[config.mk]
export PLATFORM = sky130hd
export DESIGN_NAME = gbe_rx_stats
export DESIGN_NICKNAME = d
export VERILOG_FILES = /design/src/rtl/gbe_rx_stats_pkg.sv /design/src/rtl/gbe_rx_event_counter.sv /design/src/rtl/gbe_rx_stats.sv
export SDC_FILE = /design/constraint.sdc
export NUM_CORES = 1
export LEC_CHECK = 0
export CORE_ASPECT_RATIO = 2
export CORE_UTILIZATION = 30
export CTS_BUF_LIST = sky130_fd_sc_hd__clkbuf_8
export DETAILED_ROUTE_END_ITERATION = 6
export HOLD_SLACK_MARGIN = 0.15
export PLACE_DENSITY = 0.5
export SYNTH_ARGS = -nofsm -noshare
export SYNTH_HDL_FRONTEND = slang
export SYNTH_SLANG_ARGS = --single-unit
[constraint.sdc]
create_clock -name user_clk -period 3.6 [get_ports user_clk]
set_clock_uncertainty 0.1 [all_clocks]
set_input_delay 0.72 -clock user_clk [delete_from_list [all_inputs] [get_ports user_clk]]
set_output_delay 0.72 -clock user_clk [all_outputs]
set_load 0.02 [all_outputs]
[src/rtl/gbe_rx_stats_pkg.sv]
// Shared types and constants for the 10GbE receive statistics monitor.
// Wrap-flag indices give the bit order of the packed ctr_wrapped vector.
package gbe_rx_stats_pkg;

  localparam int CTR_W_DEF = 32;
  localparam int LEN_W_DEF = 16;

  localparam int WRAP_VLD = 0;
  localparam int WRAP_EOF = 1;
  localparam int WRAP_BAD = 2;
  localparam int WRAP_OF  = 3;

  typedef enum logic {
    IDLE     = 1'b0,
    IN_FRAME = 1'b1
  } frame_state_e;

endpackage

[src/rtl/gbe_rx_event_counter.sv]
// Free-running event counter with clear, enable and a sticky wrap flag.
// The flag sets when the count rolls over from all-ones to zero.
module gbe_rx_event_counter
  import gbe_rx_stats_pkg::*;
#(
  parameter int CTR_W = CTR_W_DEF
) (
  input  logic             user_clk,
  input  logic             user_rst,
  input  logic             clr,
  input  logic             en,
  input  logic             inc,
  output logic [CTR_W-1:0] count,
  output logic             wrapped
);

  localparam logic [CTR_W-1:0] CTR_ONE = CTR_W'(1);

  // NOTE: sequential state uses non-blocking assignments so every flop
  // samples the pre-edge values, independent of process ordering.
  always_ff @(posedge user_clk) begin
    if (user_rst) begin
      count   <= '0;
      wrapped <= 1'b0;
    end else if (clr) begin
      count   <= '0;
      wrapped <= 1'b0;
    end else if (en && inc) begin
      count <= count + CTR_ONE;
      if (&count) wrapped <= 1'b1;
    end
  end

endmodule

[src/rtl/gbe_rx_stats.sv]
// Passive monitor of the 10GbE core receive interface: word, end-of-frame,
// bad-frame and overrun counters plus last/maximum frame length.
module gbe_rx_stats
  import gbe_rx_stats_pkg::*;
#(
  parameter int CTR_W = CTR_W_DEF,
  parameter int LEN_W = LEN_W_DEF
) (
  input  logic             user_clk,
  input  logic             user_rst,
  input  logic             rx_valid,
  input  logic             rx_end_of_frame,
  input  logic             rx_bad_frame,
  input  logic             rx_overrun,
  input  logic             ctr_en,
  input  logic             ctr_clr,
  output logic [CTR_W-1:0] rxvldctr,
  output logic [CTR_W-1:0] rxeofctr,
  output logic [CTR_W-1:0] rxbadctr,
  output logic [CTR_W-1:0] rxofctr,
  output logic [LEN_W-1:0] last_frame_len,
  output logic [LEN_W-1:0] max_frame_len,
  output logic [3:0]       ctr_wrapped
);

  localparam logic [LEN_W-1:0] LEN_ONE = LEN_W'(1);

  logic             ctr_clr_d;
  logic             rx_overrun_d;
  logic             clr_pulse;
  logic             of_rise;
  logic             inc_eof;
  logic             inc_bad;

  frame_state_e     state;
  frame_state_e     state_next;
  logic [LEN_W-1:0] frame_len;
  logic [LEN_W-1:0] frame_len_next;
  logic [LEN_W-1:0] len_inc;
  logic [LEN_W-1:0] done_len;
  logic             frame_done;

  logic             wrap_vld;
  logic             wrap_eof;
  logic             wrap_bad;
  logic             wrap_of;

  // Delayed copies reset to 0, so a level already high after reset is an edge.
  always_ff @(posedge user_clk) begin
    if (user_rst) begin
      ctr_clr_d    <= 1'b0;
      rx_overrun_d <= 1'b0;
    end else begin
      ctr_clr_d    <= ctr_clr;
      rx_overrun_d <= rx_overrun;
    end
  end

  assign clr_pulse = ctr_clr & ~ctr_clr_d;
  assign of_rise   = rx_overrun & ~rx_overrun_d;
  assign inc_eof   = rx_valid & rx_end_of_frame;
  assign inc_bad   = rx_valid & rx_end_of_frame & rx_bad_frame;
  assign len_inc   = (&frame_len) ? frame_len : frame_len + LEN_ONE;

  // Frame tracking ignores ctr_en and the clear so a frame in progress completes.
  always_ff @(posedge user_clk) begin
    if (user_rst) begin
      state     <= IDLE;
      frame_len <= '0;
    end else begin
      state     <= state_next;
      frame_len <= frame_len_next;
    end
  end

  // NOTE: combinational blocks assign a default to every output first,
  // so no path can leave a signal unassigned and infer a latch.
  always_comb begin
    state_next = state;
    if (rx_valid) begin
      case (state)
        IDLE:     if (!rx_end_of_frame) state_next = IN_FRAME;
        IN_FRAME: if (rx_end_of_frame)  state_next = IDLE;
        default:  state_next = IDLE;
      endcase
    end
  end

  always_comb begin
    frame_len_next = frame_len;
    frame_done     = 1'b0;
    done_len       = '0;
    if (rx_valid) begin
      case (state)
        IDLE: begin
          if (rx_end_of_frame) begin
            frame_done = 1'b1;
            done_len   = LEN_ONE;
          end else begin
            frame_len_next = LEN_ONE;
          end
        end
        IN_FRAME: begin
          if (rx_end_of_frame) begin
            frame_done = 1'b1;
            done_len   = len_inc;
          end else begin
            frame_len_next = len_inc;
          end
        end
        default: frame_len_next = '0;
      endcase
    end
  end

  always_ff @(posedge user_clk) begin
    if (user_rst) begin
      last_frame_len <= '0;
      max_frame_len  <= '0;
    end else if (clr_pulse) begin
      last_frame_len <= '0;
      max_frame_len  <= '0;
    end else if (ctr_en && frame_done) begin
      last_frame_len <= done_len;
      if (done_len > max_frame_len) max_frame_len <= done_len;
    end
  end

  gbe_rx_event_counter #(.CTR_W(CTR_W)) u_vld (
    .user_clk (user_clk),
    .user_rst (user_rst),
    .clr      (clr_pulse),
    .en       (ctr_en),
    .inc      (rx_valid),
    .count    (rxvldctr),
    .wrapped  (wrap_vld)
  );

  gbe_rx_event_counter #(.CTR_W(CTR_W)) u_eof (
    .user_clk (user_clk),
    .user_rst (user_rst),
    .clr      (clr_pulse),
    .en       (ctr_en),
    .inc      (inc_eof),
    .count    (rxeofctr),
    .wrapped  (wrap_eof)
  );

  gbe_rx_event_counter #(.CTR_W(CTR_W)) u_bad (
    .user_clk (user_clk),
    .user_rst (user_rst),
    .clr      (clr_pulse),
    .en       (ctr_en),
    .inc      (inc_bad),
    .count    (rxbadctr),
    .wrapped  (wrap_bad)
  );

  gbe_rx_event_counter #(.CTR_W(CTR_W)) u_of (
    .user_clk (user_clk),
    .user_rst (user_rst),
    .clr      (clr_pulse),
    .en       (ctr_en),
    .inc      (of_rise),
    .count    (rxofctr),
    .wrapped  (wrap_of)
  );

  always_comb begin
    ctr_wrapped           = '0;
    ctr_wrapped[WRAP_VLD] = wrap_vld;
    ctr_wrapped[WRAP_EOF] = wrap_eof;
    ctr_wrapped[WRAP_BAD] = wrap_bad;
    ctr_wrapped[WRAP_OF]  = wrap_of;
  end

endmodule

Yosys cells after proc, flatten, opt, wreduce, memory -nomap -nowiden. Cells that the tools add are included.

Flip-flop bits (word level): 183. Input port bits: 8. Output and inout port bits: 164. Logic and storage cells: 53.

Add/sub/neg operators: 5. $lt $le $gt $ge: 1. Equality and inequality tests: 2. Multiplexer cells: 11. Bitwise logic cells: 7. Reductions and logical operators: 13.

Operators with widths (count): 33-bit AND reduction (4); 32-bit by 1-bit adder with 32-bit output (second input constant) (4); 16-bit 2-to-1 mux (5); 16-bit one-hot mux with 2 select lines (2); 16-bit by 1-bit adder with 16-bit output (second input constant) (1); 16-bit > comparator (1); 16-bit AND reduction (1); 1-bit logical AND (5); 1-bit AND (4); 1-bit 2-to-1 mux (4); 2-bit inequality test (second input constant) (2); 1-bit NOT (3); 3-bit AND reduction (1); 2-bit AND reduction (1); 2-bit OR reduction (1).

Longest topological paths before layout.
Depth in word-level cells: 7. Mapped depth: 15. Mapped depth without buffers: 12.

By module. From an unflattened synthesis, not the netlist that was laid out.

Cells, all modules: 1154. Area, all modules: 9628.0 µm².

By module, submodules not included: gbe_rx_event_counter (times used 4, cells an instance 191, area an instance 1635.3 µm², seq. area each 660.6 µm²); gbe_rx_stats (times used 1, cells an instance 390, area an instance 3086.7 µm², seq. area each 1021.0 µm²).

Worst setup path before layout. No wires, ideal clock.

Path kind: reg-to-reg. From: register frame_len[0]. To: register max_frame_len[15]. Library setup time: 133 ps. Arrival time: 3375 ps. Required time: 3367 ps. Setup slack: -8 ps. Stages on the path, launching flop included: 13. Buffers on the path: 2. Clock period less this slack: 3608 ps. Path through: dfxtp_1 ha_1 nand4_1 o41a_1 a2111oi_0 ha_1 a21oi_1 nand2_1 a221o_1 o31a_1 buf_2 buf_2 mux2i_1.

Longest elaborated chain between the ends: 7. Elaborated cells on any way between the ends: 8. Those cells by class: add/sub (1); order compare (1); mux (4); reduce/logical (2).

Ends and longest elaborated chain: start: declaration (line gbe_rx_stats.sv:37) `logic [LEN_W-1:0] frame_len;`; start signal: assignment (line gbe_rx_stats.sv:72) `frame_len <= frame_len_next;`; 16-bit by 1-bit adder with 16-bit output / 16-bit AND reduction (equally long branches) (line gbe_rx_stats.sv:63) `assign len_inc = (&frame_len) ? frame_len : frame_len + LEN_ONE;`; 16-bit 2-to-1 mux * (line gbe_rx_stats.sv:63); 16-bit 2-to-1 mux * (line gbe_rx_stats.sv:104) `if (rx_end_of_frame) begin`; 16-bit one-hot mux with 2 select lines * (line gbe_rx_stats.sv:94) `case (state)`; 16-bit 2-to-1 mux * (line gbe_rx_stats.sv:93) `if (rx_valid) begin`; net done_len[14] (line gbe_rx_stats.sv:40) `logic [LEN_W-1:0] done_len;`; 16-bit > comparator * (line gbe_rx_stats.sv:125) `if (done_len > max_frame_len) max_frame_len <= done_len;`; 2-bit AND reduction (no source line) *; end signal: assignment (line gbe_rx_stats.sv:125); end: declaration (line gbe_rx_stats.sv:22) `output logic [LEN_W-1:0] max_frame_len,`.

Mark *: on every way through the listed nets, which the timed path passes. The rest lies on a longest branch. A chain may end at the register's enable or synchronous reset.

Worst setup path after layout. Same ends and word-level chain as after synthesis.

==> metrics.txt <==
status=complete, no violations; leak pwr=3.68 nW; Crit Path Class=flop to flop; Worst-Skew Late Latency=0.50 ns; Post-Syn Instances=1104; Die Y=246 um; routed vias=8439; final non-filler cell total=1660; actual slew at the worst max-slew pin=0.822 ns; Num CTS Buffers=17; WL/cell=17.3 um; minimum clock period=3.39 ns; Die X=124 um; Power Density=300 nW/um^2; top cells by area, synth=dfxtp_1, xnor2_1, nor2_1, nand2_1, a21oi_1; FF+latch count, synth=183; share of cells above drive strength 1=7.88%; endpoints failing setup=0; Avg Cell Area, Syn=8.11 sq um; post-synth top area share=40.9%; Synth cell types=55; Final HPWL DP=21800 um; GRT Residual Overflow=0; die area=30600 sq um; Critical Path AT=3.64 ns; worst path required time=3.86 ns; Post-synth EDFFs=0; H-tree levels=4; Root Buffer=clkbuf_8; Crit Path Max Fanout=16; Reg2Reg Setup Slack=0.21 ns; leading register cell type out of synthesis=dfxtp_1; maximum clock rate=0.295 GHz; simple-gate area share of the yosys netlist=28.1%; Worst Hold Class=flop to flop; max-slew violations=0; area grow syn2layout=31.1%; post-DR vias/cell=5.08; Slowest-stage cell, CP=nor4_1; CP endpoint kind=flop; Yosys top cell by area=dfxtp_1; Power Total=3.53 mW; first-pass iteration count of the detailed router=4; YS warnings=0; DRT Wirelength=28700 um; final worst slack=0.215 ns; CTS tree=done; cell family with most CP delay=simple AND/OR/NAND/NOR gates; Slew headroom=44.8%; Startpoint Class=flop; GPL Wtd Cong=0.853; Cells after DPL=1632; Antenna Nets Post-Route=0; Buffers on Ports=171; io pins=172; vias in the first global route=8125; largest net degree at the start of global routing=48; critical-path cell list=ha_1, and4_1, and4_2, nor4_1, nor2_1, nor2_1, ha_1, a21oi_1, o21ai_0, a221o_1, o31a_1, buf_12, mux2i_1; First DRT Iteration DRCs=360; site row count=89; buffers and inverters on the worst path=1; final worst-path cycle share=94.0%; Hold Vio Cnt, Final=0; sequential element share of the synthesized area=40.9%; ys async rst share=0%; worst slack at placement=-0.0423 ns; placed cell areas=11400 sq um; Worst-path clk slew=0.09 ns; Initial Util=30.5%; post-route cell area=11700 sq um; adder-cell share of the synthesized area=2.94%; final core utilization=39.9%; initial antenna violation count=1; clock sinks=183; drt drc=0; proportion of synthesized area in mux cells=3.17%; largest family of logic cells by synthesized area=simple AND/OR/NAND/NOR gates; post-cts hold buffer count=0; # nets final=1316; Bufs on Longest Clock Path=2; Post-Syn Area=8950 sq um; max-cap viol count=0; Post-Synth XOR/XNOR Area=8.41%; Net Count, Synth=1133; RSZ-0062 raised after global routing=no; GR Util All Layers=19.1%; core region area=29400 sq um; global-route wire length before repair=44300 um; Largest stage delay, worst path=0.38 ns; post-synthesis compound-gate area fraction=11.4%; VDD IR max=0.000248 V
==> repair_timing <==
action,4_1_cts,5_1_grt
gates resized for setup,0,10
setup endpoints to repair,0,16
buffers inserted,0,0
==> worst paths after layout <==
path                                         from                 to  cells after the start
worst min-delay path            last_frame_len[6]  last_frame_len[6]                      2
worst max-delay path                 frame_len[0]  max_frame_len[15]                     13
worst max register to register       frame_len[0]  max_frame_len[15]                     13
worst min register to register  last_frame_len[6]  last_frame_len[6]                      2
==> synth_stat cells, drive strengths merged, types with 21 or more instances <==
cell type    n
dfxtp      183
nor2       133
nand2      119
xnor2       74
a21oi       61
clkbuf      49
inv         47
o21ai       47
nand3       46
nor3        39
nor4        36
nand4       30
or3         30
mux2i       25
ha          21
==> report_power, final <==
group          internal, mW  switching, mW  total [mW]
logic                0.0463          0.105       0.151
clock network         0.603          0.738        1.34
registers              2.03        0.00601        2.03
total                  2.68          0.849        3.53
==> worst register-to-register path, cell delays in order, from the launching register on <==
cell     delay, ns
dfxtp_1       0.33
ha_1          0.26
and4_1        0.27
and4_2        0.31
nor4_1        0.38
nor2_1        0.08
nor2_1        0.10
ha_1          0.24
a21oi_1       0.15
o21ai_0       0.11
a221o_1       0.30
o31a_1        0.33
buf_12        0.17
mux2i_1       0.12
==> through the flow <==
step	setup TNS, ns	hold WS, ns
finish	0	0.357
global route	0	0.374
CTS	0	0.360
detailed placement	-0.387	0.348
global placement	-0.0368	0.341
floorplan	0	0.326
==> cells by family after synthesis <==
logic type / Yosys count
buffers and inverters: 115
and+or+nand+nor: 504
DFF: 183
adders and majority gates: 21
AOI/OAI and AO/OA: 167
muxes: 28
xor gates and xnor gates: 86
==> flip-flops by register name, summed over array words and instances (netlist names) <==
register / cells
state: 1
u_vld.wrapped: 1
u_of.wrapped: 1
u_vld.count: 32
u_eof.wrapped: 1
u_of.count: 32
u_eof.count: 32
frame_len: 16
u_bad.wrapped: 1
rx_overrun_d: 1
ctr_clr_d: 1
u_bad.count: 32
last_frame_len: 16
max_frame_len: 16
==> cell type report <==
type | instances | area [sq um]
fill | 3100 | 17700
clock buffer | 18 | 248
sequential | 183 | 3670
tap | 364 | 455
clock inverter | 9 | 92.6
multi-input combinational | 806 | 4880
antenna | 1 | 2.50
timing repair buffer | 232 | 2210
inverter | 47 | 176
==> cell usage in the layout, fill, tap and decap left out, types with 3 or more instances in the layout <==
cell	synthesis	final
o21a_1	4	4
o21ai_0	47	47
a31oi_1	6	6
nor4_1	36	35
nor2_1	133	133
and4_1	20	19
nand3_1	46	46
xor2_1	12	12
a41oi_1	7	7
xnor2_1	74	74
a41o_1	3	3
clkdlybuf4s50_1	0	171
and2_1	4	4
a22oi_1	9	9
mux2i_1	25	25
a211oi_1	4	4
dfxtp_2	0	4
o311ai_0	4	4
and3_1	11	11
or4_1	6	6
dfxtp_1	183	179
or3_1	30	30
ha_1	21	21
a21oi_1	61	60
nor4b_1	3	3
nor3_1	39	39
mux2_2	3	3
nor2b_1	6	6
o211ai_1	7	7
nand2_1	119	119
buf_4	4	58
clkbuf_8	0	18
inv_1	47	51
nand4_1	28	28
nand2b_1	10	10
buf_12	0	3
==> per-layer routing <==
layer	track usage, %	wire (um)	vias to the layer above
li1	-	-	4241
met1	18.1	10200	4016
met2	37.7	16600	136
met3	4.10	962	46
met4	8.26	964	0
met5	0	0	-
Power figures use the tool's default switching activity.
